File: src/rtl/fetch_unit.sv
// DLPRV32 fetch stage: owns the PC, fetches one word per pass over a req/ack
// handshake and offers {pc_32, instr_out} to the fetch register via cs/rdy.
module fetch_unit #(
    parameter logic [31:0] RESET_PC = 32'h0000_0000,
    parameter int unsigned MAX_WAIT = 255
) (
    input  logic        clk,
    input  logic        rst,
    output logic        imem_req,
    output logic [31:0] imem_addr,
    input  logic        imem_ack,
    input  logic [31:0] imem_rdata,
    input  logic        stall,
    input  logic        redirect_valid,
    input  logic [31:0] redirect_pc,
    output logic        cs_F_to_D,
    input  logic        rdy_F_to_D,
    output logic [31:0] pc_32,
    output logic [31:0] instr_out,
    output logic        fetch_err
);

    typedef enum logic [2:0] {
        S_ISSUE   = 3'd0,
        S_WAIT    = 3'd1,
        S_OFFER   = 3'd2,
        S_HOLD_LO = 3'd3,
        S_HOLD_HI = 3'd4
    } state_e;

    localparam logic [15:0] WAIT_LAST = 16'(MAX_WAIT - 1);

    state_e      state_q;
    logic [31:0] pc_q;
    logic [15:0] wait_cnt_q;
    logic        redir_pend_q;
    logic        imem_req_q;
    logic [31:0] imem_addr_q;
    logic        cs_q;
    logic [31:0] pc_32_q;
    logic [31:0] instr_q;
    logic        err_q;

    logic [31:0] redir_pc_d;
    logic        redir_bad_d;

    assign redir_pc_d  = {redirect_pc[31:2], 2'b00};
    assign redir_bad_d = redirect_valid && (redirect_pc[1:0] != 2'b00);

    always_ff @(posedge clk) begin
        if (rst) begin
            state_q      <= S_ISSUE;
            pc_q         <= RESET_PC;
            wait_cnt_q   <= 16'd0;
            redir_pend_q <= 1'b0;
            imem_req_q   <= 1'b0;
            imem_addr_q  <= RESET_PC;
            cs_q         <= 1'b0;
            pc_32_q      <= 32'd0;
            instr_q      <= 32'd0;
            err_q        <= 1'b0;
        end else begin
            // A redirect always retargets the PC; per-state code decides when it takes effect.
            if (redirect_valid) begin
                pc_q <= redir_pc_d;
                if (redir_bad_d) begin
                    err_q <= 1'b1;
                end
            end

            case (state_q)
                S_ISSUE: begin
                    if (!redirect_valid && !stall) begin
                        imem_req_q  <= 1'b1;
                        imem_addr_q <= pc_q;
                        wait_cnt_q  <= 16'd0;
                        state_q     <= S_WAIT;
                    end
                end

                S_WAIT: begin
                    if (redirect_valid) begin
                        redir_pend_q <= 1'b1;
                    end
                    if (imem_ack) begin
                        imem_req_q <= 1'b0;
                        if (redir_pend_q || redirect_valid) begin
                            redir_pend_q <= 1'b0;
                            state_q      <= S_ISSUE;
                        end else begin
                            instr_q <= imem_rdata;
                            pc_32_q <= pc_q;
                            state_q <= S_OFFER;
                        end
                    end else begin
                        wait_cnt_q <= wait_cnt_q + 16'd1;
                        // On timeout pc_q already holds the retry address (old PC or redirect target).
                        if (wait_cnt_q == WAIT_LAST) begin
                            err_q        <= 1'b1;
                            imem_req_q   <= 1'b0;
                            redir_pend_q <= 1'b0;
                            state_q      <= S_ISSUE;
                        end
                    end
                end

                S_OFFER: begin
                    if (redirect_valid) begin
                        state_q <= S_ISSUE;
                    end else if (rdy_F_to_D) begin
                        cs_q    <= 1'b1;
                        state_q <= S_HOLD_LO;
                    end
                end

                S_HOLD_LO: begin
                    cs_q <= 1'b0;
                    if (redirect_valid) begin
                        redir_pend_q <= 1'b1;
                    end
                    if (!rdy_F_to_D) begin
                        state_q <= S_HOLD_HI;
                    end
                end

                S_HOLD_HI: begin
                    if (redirect_valid) begin
                        redir_pend_q <= 1'b1;
                    end
                    if (rdy_F_to_D) begin
                        if (redir_pend_q || redirect_valid) begin
                            redir_pend_q <= 1'b0;
                        end else begin
                            pc_q <= pc_q + 32'd4;
                        end
                        state_q <= S_ISSUE;
                    end
                end

                default: begin
                    state_q <= S_ISSUE;
                end
            endcase
        end
    end

    assign imem_req  = imem_req_q;
    assign imem_addr = imem_addr_q;
    assign cs_F_to_D = cs_q;
    assign pc_32     = pc_32_q;
    assign instr_out = instr_q;
    assign fetch_err = err_q;

endmodule

File: config.mk
export PLATFORM = sky130hd
export DESIGN_NAME = fetch_unit
export DESIGN_NICKNAME = d
export VERILOG_FILES = /design/src/rtl/fetch_unit.sv
export SDC_FILE = /design/constraint.sdc
export NUM_CORES = 1
export LEC_CHECK = 0
export ABC_AREA = 1
export CAP_MARGIN = 20
export CORE_ASPECT_RATIO = 2
export CORE_MARGIN = 3
export CORE_UTILIZATION = 35
export DETAILED_ROUTE_END_ITERATION = 6
export HOLD_SLACK_MARGIN = 0.06
export REMOVE_ABC_BUFFERS = 1
export SKIP_LAST_GASP = 1
export SYNTH_ARGS = -nofsm -noshare
export SYNTH_HDL_FRONTEND = slang
export SYNTH_SLANG_ARGS = --single-unit
File: constraint.sdc
create_clock -name clk -period 4.7 [get_ports clk]
set_clock_uncertainty 0.2 [all_clocks]
set_input_delay 0.94 -clock clk [delete_from_list [all_inputs] [get_ports clk]]
set_output_delay 0.94 -clock clk [all_outputs]
set_load 0.01 [all_outputs]
---- Word-level counts from Yosys, hierarchy flattened ----
Index checks and enable logic that the tools add are counted.
storage, ports and cells
  register bits ........................... 151
  output and inout port bits .............. 99
  logic and storage cells ................. 76
operators by class
  $add $sub $neg .......................... 2
  equal/unequal tests ..................... 13
  muxes and demuxes ....................... 34
  bitwise gates (word level) .............. 1
  reductions and logical operators ........ 16
operator list
  operator                 number
  $mux W32                 4
  $add A32 B3 Y32 const B  1
  $mux W16                 2
  $pmux W16 S2             1
  $mux W3                  7
  $add A16 B1 Y16 const B  1
  $eq A16 B8 Y1 const B    1
  $mux W1                  15
  $pmux W3 S5              1
  $ne A2 B2 Y1 const B     6
  $reduce_and A3 Y1        4
  $eq A3 B2 Y1 const B     2
  $ne A3 B3 Y1 const B     2
  $reduce_bool A2 Y1       3
  $reduce_and A5 Y1        1
  $pmux W1 S2              2
  $eq A3 B1 Y1 const B     1
  $eq A3 B3 Y1 const B     1
  $logic_not A3 Y1         1
  $pmux W1 S3              1
  $reduce_bool A3 Y1       1
  $logic_and A1 B1 Y1      2
  $logic_not A1 Y1         2
  $mux W2                  1
  other kinds (3)          3

---- Longest topological paths before layout ----
Gate-level depths: netlist (run 1).
  word-level depth ........................ 7
  depth in mapped cells ................... 10
  depth with buffers taken out ............ 10

---- Least setup slack after synthesis (run 1) ----
No wires, ideal clock.
  path type ............................... input-to-reg
  start point ............................. input redirect_valid
  end point ............................... register instr_q[23], in the netlist instr_out[23]
  library setup time ...................... 0.116 ns
  arrival time ............................ 1.998 ns
  slack ................................... 2.386 ns
  cell stages on the path ................. 8
  cell sequence ........................... buf_4 -> or2_4 -> nor3_4 -> inv_2 -> buf_2 -> buf_4 -> nor2_1 -> nor2_1
between the ends
  longest elaborated chain between the ends .. 3
ends and longest elaborated chain
  item                                line  source
  from (decl)                         14    input logic redirect_valid,
  $logic_or A1 B1 Y1                  87    if (redir_pend_q || redirect_valid) begin
  $not A1 Y1 (no source line)         --
  $reduce_and A3 Y1 (no source line)  --
  to (signal assigned)                91    instr_q <= imem_rdata;
  to (decl)                           41    logic [31:0] instr_q;
No other way between the ends.
A chain may end at the register's enable or synchronous reset.

---- Final worst setup path (run 1) ----
  start point ............................. input rdy_F_to_D
  end point ............................... register pc_q[9]
between the ends
  longest elaborated chain between the ends .. 2
ends and longest elaborated chain
  item                  line  source
  from (decl)           17    input logic rdy_F_to_D,
  $mux W32              130   if (rdy_F_to_D) begin
  $mux W32              71    case (state_q)
  to (signal assigned)  65    pc_q <= redir_pc_d;
  to (signal assigned)  134   pc_q <= pc_q + 32'd4;
  to (decl)             34    logic [31:0] pc_q;
No other way between the ends.

==> results of run 1 <==
[placed cells by master, fill, tap and decap left out, types with 4 or more instances in the layout]
cell type | netlist | final
nand2_1 | 227 | 227
clkdlybuf4s50_1 | 0 | 166
dfxtp_1 | 151 | 151
nor2_1 | 151 | 150
a21oi_1 | 102 | 102
inv_1 | 84 | 84
nand3_1 | 70 | 70
o21ai_0 | 64 | 64
o21ai_1 | 59 | 59
clkbuf_16 | 0 | 17
buf_4 | 8 | 11
nand4_1 | 8 | 8
a31oi_1 | 7 | 7
xor2_1 | 6 | 6
nor3_1 | 5 | 5
clkinvlp_4 | 0 | 5
inv_2 | 3 | 4
nor2_2 | 3 | 4
o211ai_1 | 4 | 4
bufinv_16 | 0 | 4
[sequential cells by signal, indices dropped and copies added (netlist names), 3 cells and up]
name and flops:
instr_out 32, pc_q 32, imem_addr 32, state_q 3
wait_cnt_q 16, pc_32 32
[metrics by stage]
step | setup slack (ns) | cell area, sq um | power, mW
floorplan | 0.590 | 6600 | 2.03
global placement | 1.38 | 8680 | 2.49
detailed placement | 1.33 | 8680 | 2.50
CTS | 1.79 | 9320 | 4.00
global route | 1.49 | 9320 | 4.16
finish | 1.75 | 9320 | 3.96
[power breakdown]
group | switching [mW] | internal (mW) | leakage, nW
combinational | 0.562 | 0.377 | 2.08
sequential | 0.112 | 1.42 | 1.23
clock | 0.584 | 0.907 | 0.295
[logic make-up (layout without fill, tap and decap cells)]
group / Yosys count / count (layout) / share of synthesized area [%]
xor gates and xnor gates: 7 / 7 / 0.891
DFF: 151 / 151 / 43.9
adders and majority gates: 3 / 3 / 0.546
AOI/OAI and AO/OA: 239 / 239 / 17.8
and+or+nand+nor: 471 / 471 / 27.9
buffers and inverters: 142 / 300 / 8.95
[tightest hold or removal path, delay by kind of cell (launching register included)]
kind            cells  cell delay, ns
compound gates      1            0.06
buf+inv             1            0.05
flops               1            0.31
[how the worst max path moves through the flow]
stage / from / end / depth (start not counted)
2_1_floorplan: redirect_valid / instr_out[0]$_SDFFE_PP0P_ / 5
3_3_place_gp: rdy_F_to_D / pc_q[12]$_SDFF_PP0_ / 9
3_5_place_dp: rdy_F_to_D / pc_q[12]$_SDFF_PP0_ / 9
4_1_cts: rdy_F_to_D / pc_q[9]$_SDFF_PP0_ / 8
5_1_grt: rdy_F_to_D / pc_q[9]$_SDFF_PP0_ / 8
6_report: rdy_F_to_D / pc_q[9]$_SDFF_PP0_ / 8
[metal layers]
layer	up-vias	GRT usage, %
met5	-	0
met1	3162	21.7
li1	3586	-
met2	174	39.2
met3	41	4.14
met4	0	9.20
[final cells by class]
class | count | area, sq um | area share [%]
Inverter | 89 | 334 | 3.59
Clock inverter | 14 | 198 | 2.12
Timing Repair Buffer | 179 | 1750 | 18.8
Clock buffer | 18 | 439 | 4.71
Tap cell | 259 | 324 | 3.48
Multi-Input combinational cell | 720 | 3250 | 34.8
Sequential cell | 151 | 3020 | 32.4
==> metrics.txt, run 1 <==
status complete, no violations; nets 1231; PostCTS Resize Cnt 0; final core occ 48.1%; crit path buf inv count 4; TNS Setup 0 ns; Startpoint Class input pin; first-pass GRT wire length 35400 microns; worst skew pair latency 0.43 ns; clk slew on worst S/H paths 0.07 ns; Final Hold Fails 0; fraction of layout cells with a size suffix above 1 5.04%; Clock Tree Buf Depth 2; DR WL met3 953 microns; GPL Wtd Cong 0.882; Setup Crit Path Kind in2reg; Site Rows 72; Core ar. 19400 sq um; worst hold start cs_F_to_D$_SDFFE_PP0P_; Synth Flop Type dfxtp_1; largest net degree at the start of global routing 54; Die Span Y 204 microns; fill count 1979; Pleak 3.61 nW; max incr delay on CP 0.63 ns; highest routed layer met4; die width 105 microns; Async S/R FF share, synth 0%; top cell type by total area after synthesis dfxtp_1; final setup violation count 0; initial antenna violation count 0; number of synthesized flops with an enable pin 0; Cells after DPL 1398; Post-Layout Cell Count 1430; Peak supply drop 0.000224 V; Syn. warnings 0; Max Slew Vio Count 0; Routed WL 22300 microns; CP Data Arrival Time 3.10 ns; Routed Antenna Nets 0; slew at the pin with the worst max-slew slack 0.793 ns; post-synthesis register bit count 151; CTS Root Cell clkbuf_16; GRT Util Overall 20.7%; Final min period 2.95 ns; Num CTS Buffers 17; H-tree lvl count 4; worst reg2reg path depth 8; CP Max Fanout 24; Peak Freq 0.339 GHz; worst r2r src state_q[0]$_SDFFE_PP0P_; Synth Instances 1013; post-synth cell types 30; ANT cells 0; CP max-delay cell nor2_1; Pre-Repair DR Iteration Count 5; DP HPWL 16100 microns; Seq/Total Area, Yosys 43.9%; top-area cell type share of the netlist area 43.9%; IO buf count 168; WL/cell 15.6 microns; # IOs 169; max_cap viols 0; Vias 6963; hold crit path type reg2reg; Post-Syn Area 6880 sq um; CP cell instances clkdlybuf4s50_1 -> inv_1 -> nor2_1 -> nand2_2 -> buf_4 -> inv_2 -> o21ai_0 -> a31oi_1; Worst Hold Depth 2; CTS tree yes; vias per cell 4.87; routed length on met2 12100 microns; WP data required 4.85 ns; post-route DRC violation count 0; count leader, synth nand2_1; grt total ovfl 0; cell area power density 425 nW/um^2; Area growth, synth to finish 35.4%; WHS 0.259 ns; DRT met1 WL 8590 microns; Post-synth top cells 227 x nand2_1, 151 x dfxtp_1, 151 x nor2_1; Final Cycle Share 62.7%; Hold Path Sink cs_F_to_D$_SDFFE_PP0P_; delay-heaviest family, CP buffers and inverters; worst reg2reg endpoint pc_q[9]$_SDFF_PP0_; Max-Slew Margin vs Limit 47.0%; clock tree sinks 151; top area cells in the synthesized netlist dfxtp_1 44%, nand2_1 12%, nor2_1 8.2%; initial drt markers 365; vias in the first global route 6954; die area 21500 sq um; RSZ-0062 raised after global routing false; reg2reg setup slack 2.22 ns; hold buffer count at cts 0; Syn Area/Cell 6.79 sq um; Initial Util 35.5%; Post-CTS Setup Inserts 0; crit path capture type flip-flop
Power figures use the tool's default switching activity.
==> run 2, diff against run 1 <==
clock period = 2.75 ns   (was 4.7 ns; I/O delays follow)
==> run 2 against run 1 <==
Effect of this change: die area is the same; critical path depth grew 2; cell area grew 0.39%; power grew 70%; clock-buffer cell count grew 5; hold slack lost 0.0056 ns; sequential share of layout area shrank 0.13 points; critical endpoint is now pc_q[20]$_SDFF_PP0_; largest cell class unchanged.
==> metrics.txt, run 2 (same netlist as run 1, synthesis figures left out) <==
Area growth, synth to finish 35.9%; Post-Layout Cell Count 1434; vias per cell 4.92; CP Max Fanout 6; hold crit path type reg2reg; post-route DRC violation count 0; status complete, no violations; grt total ovfl 0; die width 105 microns; initial antenna violation count 0; slew at the pin with the worst max-slew slack 0.747 ns; Max Slew Vio Count 0; commonest cells after routing, fill and taps aside 227 x nand2_1, 166 x clkdlybuf4s50_1, 151 x dfxtp_1; Max-Slew Margin vs Limit 50.2%; DP HPWL 16200 microns; fraction of layout cells with a size suffix above 1 5.28%; Die Span Y 204 microns; RSZ-0062 raised after global routing false; Initial Util 35.5%; worst slack, placed 0.347 ns; largest net degree at the start of global routing 69; Clock Tree Buf Depth 2; WL/cell 15.5 microns; GRT Util Overall 20.8%; Setup Crit Path Kind reg2reg; cell area power density 719 nW/um^2; Final Cycle Share 78.5%; CTS Root Cell clkbuf_16; Final min period 2.16 ns; final setup violation count 0; clock tree sinks 151; Startpoint Class flip-flop; Routed Antenna Nets 0; Pre-Repair DR Iteration Count 5; WP data required 2.87 ns; Core ar. 19400 sq um; IO buf count 168; hold buffer count at cts 0; Peak supply drop 0.000320 V; crit path capture type flip-flop; H-tree lvl count 4; max_cap viols 0; reg2reg setup slack 0.59 ns; CTS tree yes; first-pass GRT wire length 35400 microns; Routed WL 22300 microns; PnR worst setup slack 0.591 ns; # IOs 169; PostCTS Resize Cnt 0; Site Rows 72; Cells after DPL 1404; crit path launch pc_q[3]$_SDFF_PP0_; CP Data Arrival Time 2.28 ns; commonest non-fill, non-tap cell in the layout nand2_1; worst skew pair latency 0.43 ns; worst reg2reg endpoint pc_q[20]$_SDFF_PP0_; vias in the first global route 7009; fill count 1967; worst reg2reg path depth 10; Pleak 3.64 nW; die area 21500 sq um; Num CTS Buffers 17; Final Hold Fails 0; worst r2r src pc_q[3]$_SDFF_PP0_; nets 1237; crit path to pc_q[20]$_SDFF_PP0_; Peak Freq 0.463 GHz; GPL Wtd Cong 0.895; clk slew on worst S/H paths 0.06 ns; ANT cells 0; Vias 7052; Post-CTS Setup Inserts 0; initial drt markers 290
-- run 2: changes by cell type in the layout (fill, tap and decap cells not counted), sizes merged --
cell / delta
bufinv: -1
clkbuf: +5
clkinv: -2
clkinvlp: -2
buf: +6
inv: -2
-- run 2: cell type report --
type | count | area, sq um | area share, %
multi-input combinational | 720 | 3250 | 34.7
clock inverter | 7 | 118 | 1.26
sequential | 151 | 3020 | 32.3
clock buffer | 23 | 498 | 5.32
inverter | 89 | 334 | 3.57
tap | 259 | 324 | 3.46
timing repair buffer | 185 | 1810 | 19.4
-- run 2: power by group --
| group | switching, mW | internal, mW |
|---|---|---|
| Clock | 0.913 | 1.54 |
| Combinational | 0.979 | 0.676 |
| Sequential | 0.196 | 2.43 |
-- run 2: stage by stage --
stage | util (%) | power, mW | cell area (sq um) | TNS (ns) | hold slack [ns]
floorplan | - | 3.48 | 6600 | -51.10 | 0.228
CTS | 48.3 | 6.79 | 9350 | 0 | 0.254
detailed placement | 45.1 | 4.34 | 8740 | 0 | 0.244
finish | 48.3 | 6.73 | 9350 | 0 | 0.253
global route | 48.3 | 7.07 | 9350 | 0 | 0.277
global placement | 45.1 | 4.32 | 8740 | 0 | 0.238
-- run 2: metal layers --
metal / track usage (%) / part of all wire (%)
met2: 40.1 / 54
met5: 0 / 0
met3: 4.11 / 4.4
met1: 21.1 / 38
met4: 9.48 / 3.4
-- run 2: worst min path at each step --
stage	startpoint	to	slack, ns	depth (start not counted)
2_1_floorplan	wait_cnt_q[5]$_SDFFE_PP0P_	wait_cnt_q[5]$_SDFFE_PP0P_	0.23	2
3_3_place_gp	wait_cnt_q[5]$_SDFFE_PP0P_	wait_cnt_q[5]$_SDFFE_PP0P_	0.24	2
3_5_place_dp	pc_q[1]$_SDFFE_PP0P_	pc_q[1]$_SDFFE_PP0P_	0.24	2
4_1_cts	pc_q[1]$_SDFFE_PP0P_	pc_q[1]$_SDFFE_PP0P_	0.25	2
5_1_grt	cs_F_to_D$_SDFFE_PP0P_	cs_F_to_D$_SDFFE_PP0P_	0.28	2
6_report	pc_q[1]$_SDFFE_PP0P_	pc_q[1]$_SDFFE_PP0P_	0.25	2
-- run 2: critical path, cell delays in order, from the launching register on --
cell and delay (ns):
dfxtp_1 0.44, ha_1 0.25, nand2_1 0.06, nor2_1 0.14, nand2_1 0.19, nor2_1 0.34
inv_1 0.10, o21ai_0 0.15, nand3_1 0.08, nand2_1 0.07, inv_1 0.03
==> run 3, diff against run 2 <==
clock period = 2 ns   (was 2.75 ns; I/O delays follow)
==> run 3 against run 2 <==
Effect of this change: global-route usage up 0.54 points; non-clock buffer count up 38; cell area up 4.3%; critical path type is now reg2out; sequential share of layout area down 1.3 points; critical path depth down 9.
==> metrics.txt, run 3 (same netlist as run 1, synthesis figures left out) <==
Setup Crit Path Kind reg2out; status complete, no violations; Vias 7147; Final Cycle Share 97.9%; CP cell instances clkdlybuf4s50_1; CP Data Arrival Time 1.36 ns; first-pass GRT wire length 36100 microns; cell area power density 980 nW/um^2; Final min period 1.96 ns; commonest cells after routing, fill and taps aside 226 x nand2_1, 165 x clkdlybuf4s50_1, 150 x nor2_1, 150 x dfxtp_1, 102 x a21oi_1; Pleak 3.89 nW; crit path buf inv count 1; vias in the first global route 7102; die area 21500 sq um; Pre-Repair DR Iteration Count 6; RSZ-0062 raised after global routing true; max incr delay on CP 0.59 ns; CP Max Fanout 2; Die Span Y 204 microns; CTS tree yes; commonest non-fill, non-tap cell in the layout nand2_1; Startpoint Class flip-flop; Max-Slew Margin vs Limit 73.1%; WP data required 1.40 ns; slew at the pin with the worst max-slew slack 0.403 ns; post-route DRC violation count 0; # IOs 169; Final Hold Fails 0; IO buf count 168; delay-heaviest family, CP buffers and inverters; Site Rows 72; largest net degree at the start of global routing 48; H-tree lvl count 4; final setup violation count 0; crit path capture type output pin; Peak Freq 0.511 GHz; clk slew on worst S/H paths 0.06 ns; initial antenna violation count 0; Clock Tree Buf Depth 2; DP HPWL 16800 microns; nets 1275; hold crit path type in2reg; initial drt markers 306; Core ar. 19400 sq um; worst hold start rst; vias per cell 4.86; Max Slew Vio Count 0; WL/cell 15.4 microns; Overall Power 9.56 mW; fraction of layout cells with a size suffix above 1 8.41%; GRT Util Overall 21.3%; Routed Antenna Nets 0; CP max-delay cell clkdlybuf4s50_1; worst skew pair latency 0.44 ns; Area growth, synth to finish 41.8%; worst r2r src pc_q[9]$_SDFF_PP0_; Num CTS Buffers 17; die width 105 microns; ANT cells 0; final core occ 50.4%; max_cap viols 0; placed cell area 9120 sq um; Peak supply drop 0.000593 V; Routed WL 22700 microns; CTS Root Cell clkbuf_16; Initial Util 35.5%; clock tree sinks 151; crit path launch pc_32[2]$_SDFFE_PP0P_; Post-CTS Setup Inserts 0; design area 9760 sq um; GPL Wtd Cong 0.915; grt total ovfl 0
==> run 3: tightest hold or removal path, stage by stage <==
cell and delay (ns):
buf_2 0.13, buf_12 0.18, a21oi_1 0.13
==> run 3: path summary, 6_finish.rpt <==
| kind | to | slack [ns] | depth (start not counted) |
|---|---|---|---|
| worst max-delay path | pc_32[2] | 0.04 | 1 |
| worst min register to register | wait_cnt_q[5]$_SDFFE_PP0P_ | 0.26 | 2 |
| worst max register to register | pc_q[31]$_SDFF_PP0_ | 0.16 | 11 |
| worst min-delay path | imem_addr[8]$_SDFFE_PP0P_ | 0.24 | 3 |
==> run 3: layer usage <==
metal	global-route usage, %	part of all wire [%]
met2	40.5	56
met4	10.4	3.0
met5	0	0
met3	4.90	4.2
met1	21.5	37
==> run 3: final cells by class <==
| class | count | area [sq um] |
|---|---|---|
| repair buffers | 223 | 2200 |
| clock buffers | 20 | 447 |
| multi-input cells | 720 | 3250 |
| flip-flops and latches | 151 | 3020 |
| fillers | 1972 | 9610 |
| well taps | 259 | 324 |
| clock inverters | 10 | 178 |
| inverters | 89 | 334 |
==> run 3: metrics by stage <==
step | worst slack (ns) | hold slack [ns] | TNS [ns] | cells
global placement | -0.0337 | 0.235 | -0.504 | 1442
finish | 0.0419 | 0.241 | 0 | 1472
global route | -0.0380 | 0.256 | -0.0380 | 1472
detailed placement | -0.0404 | 0.248 | -1.14 | 1442
CTS | 0.0244 | 0.246 | 0 | 1472
floorplan | -1.57 | 0.228 | -121.18 | 960
==> run 3: repair_timing <==
item | CTS | global route
hold buffers | 0 | 0
resized for setup | 0 | 4
setup endpoints to repair | 0 | 9
==> run 3: report_power, final <==
group | switching [mW] | total, mW | internal, mW | leakage, nW
Combinational | 1.41 | 2.49 | 1.09 | 2.36
Clock | 1.25 | 3.48 | 2.22 | 0.306
Sequential | 0.252 | 3.59 | 3.34 | 1.23
Total | 2.91 | 9.56 | 6.65 | 3.89
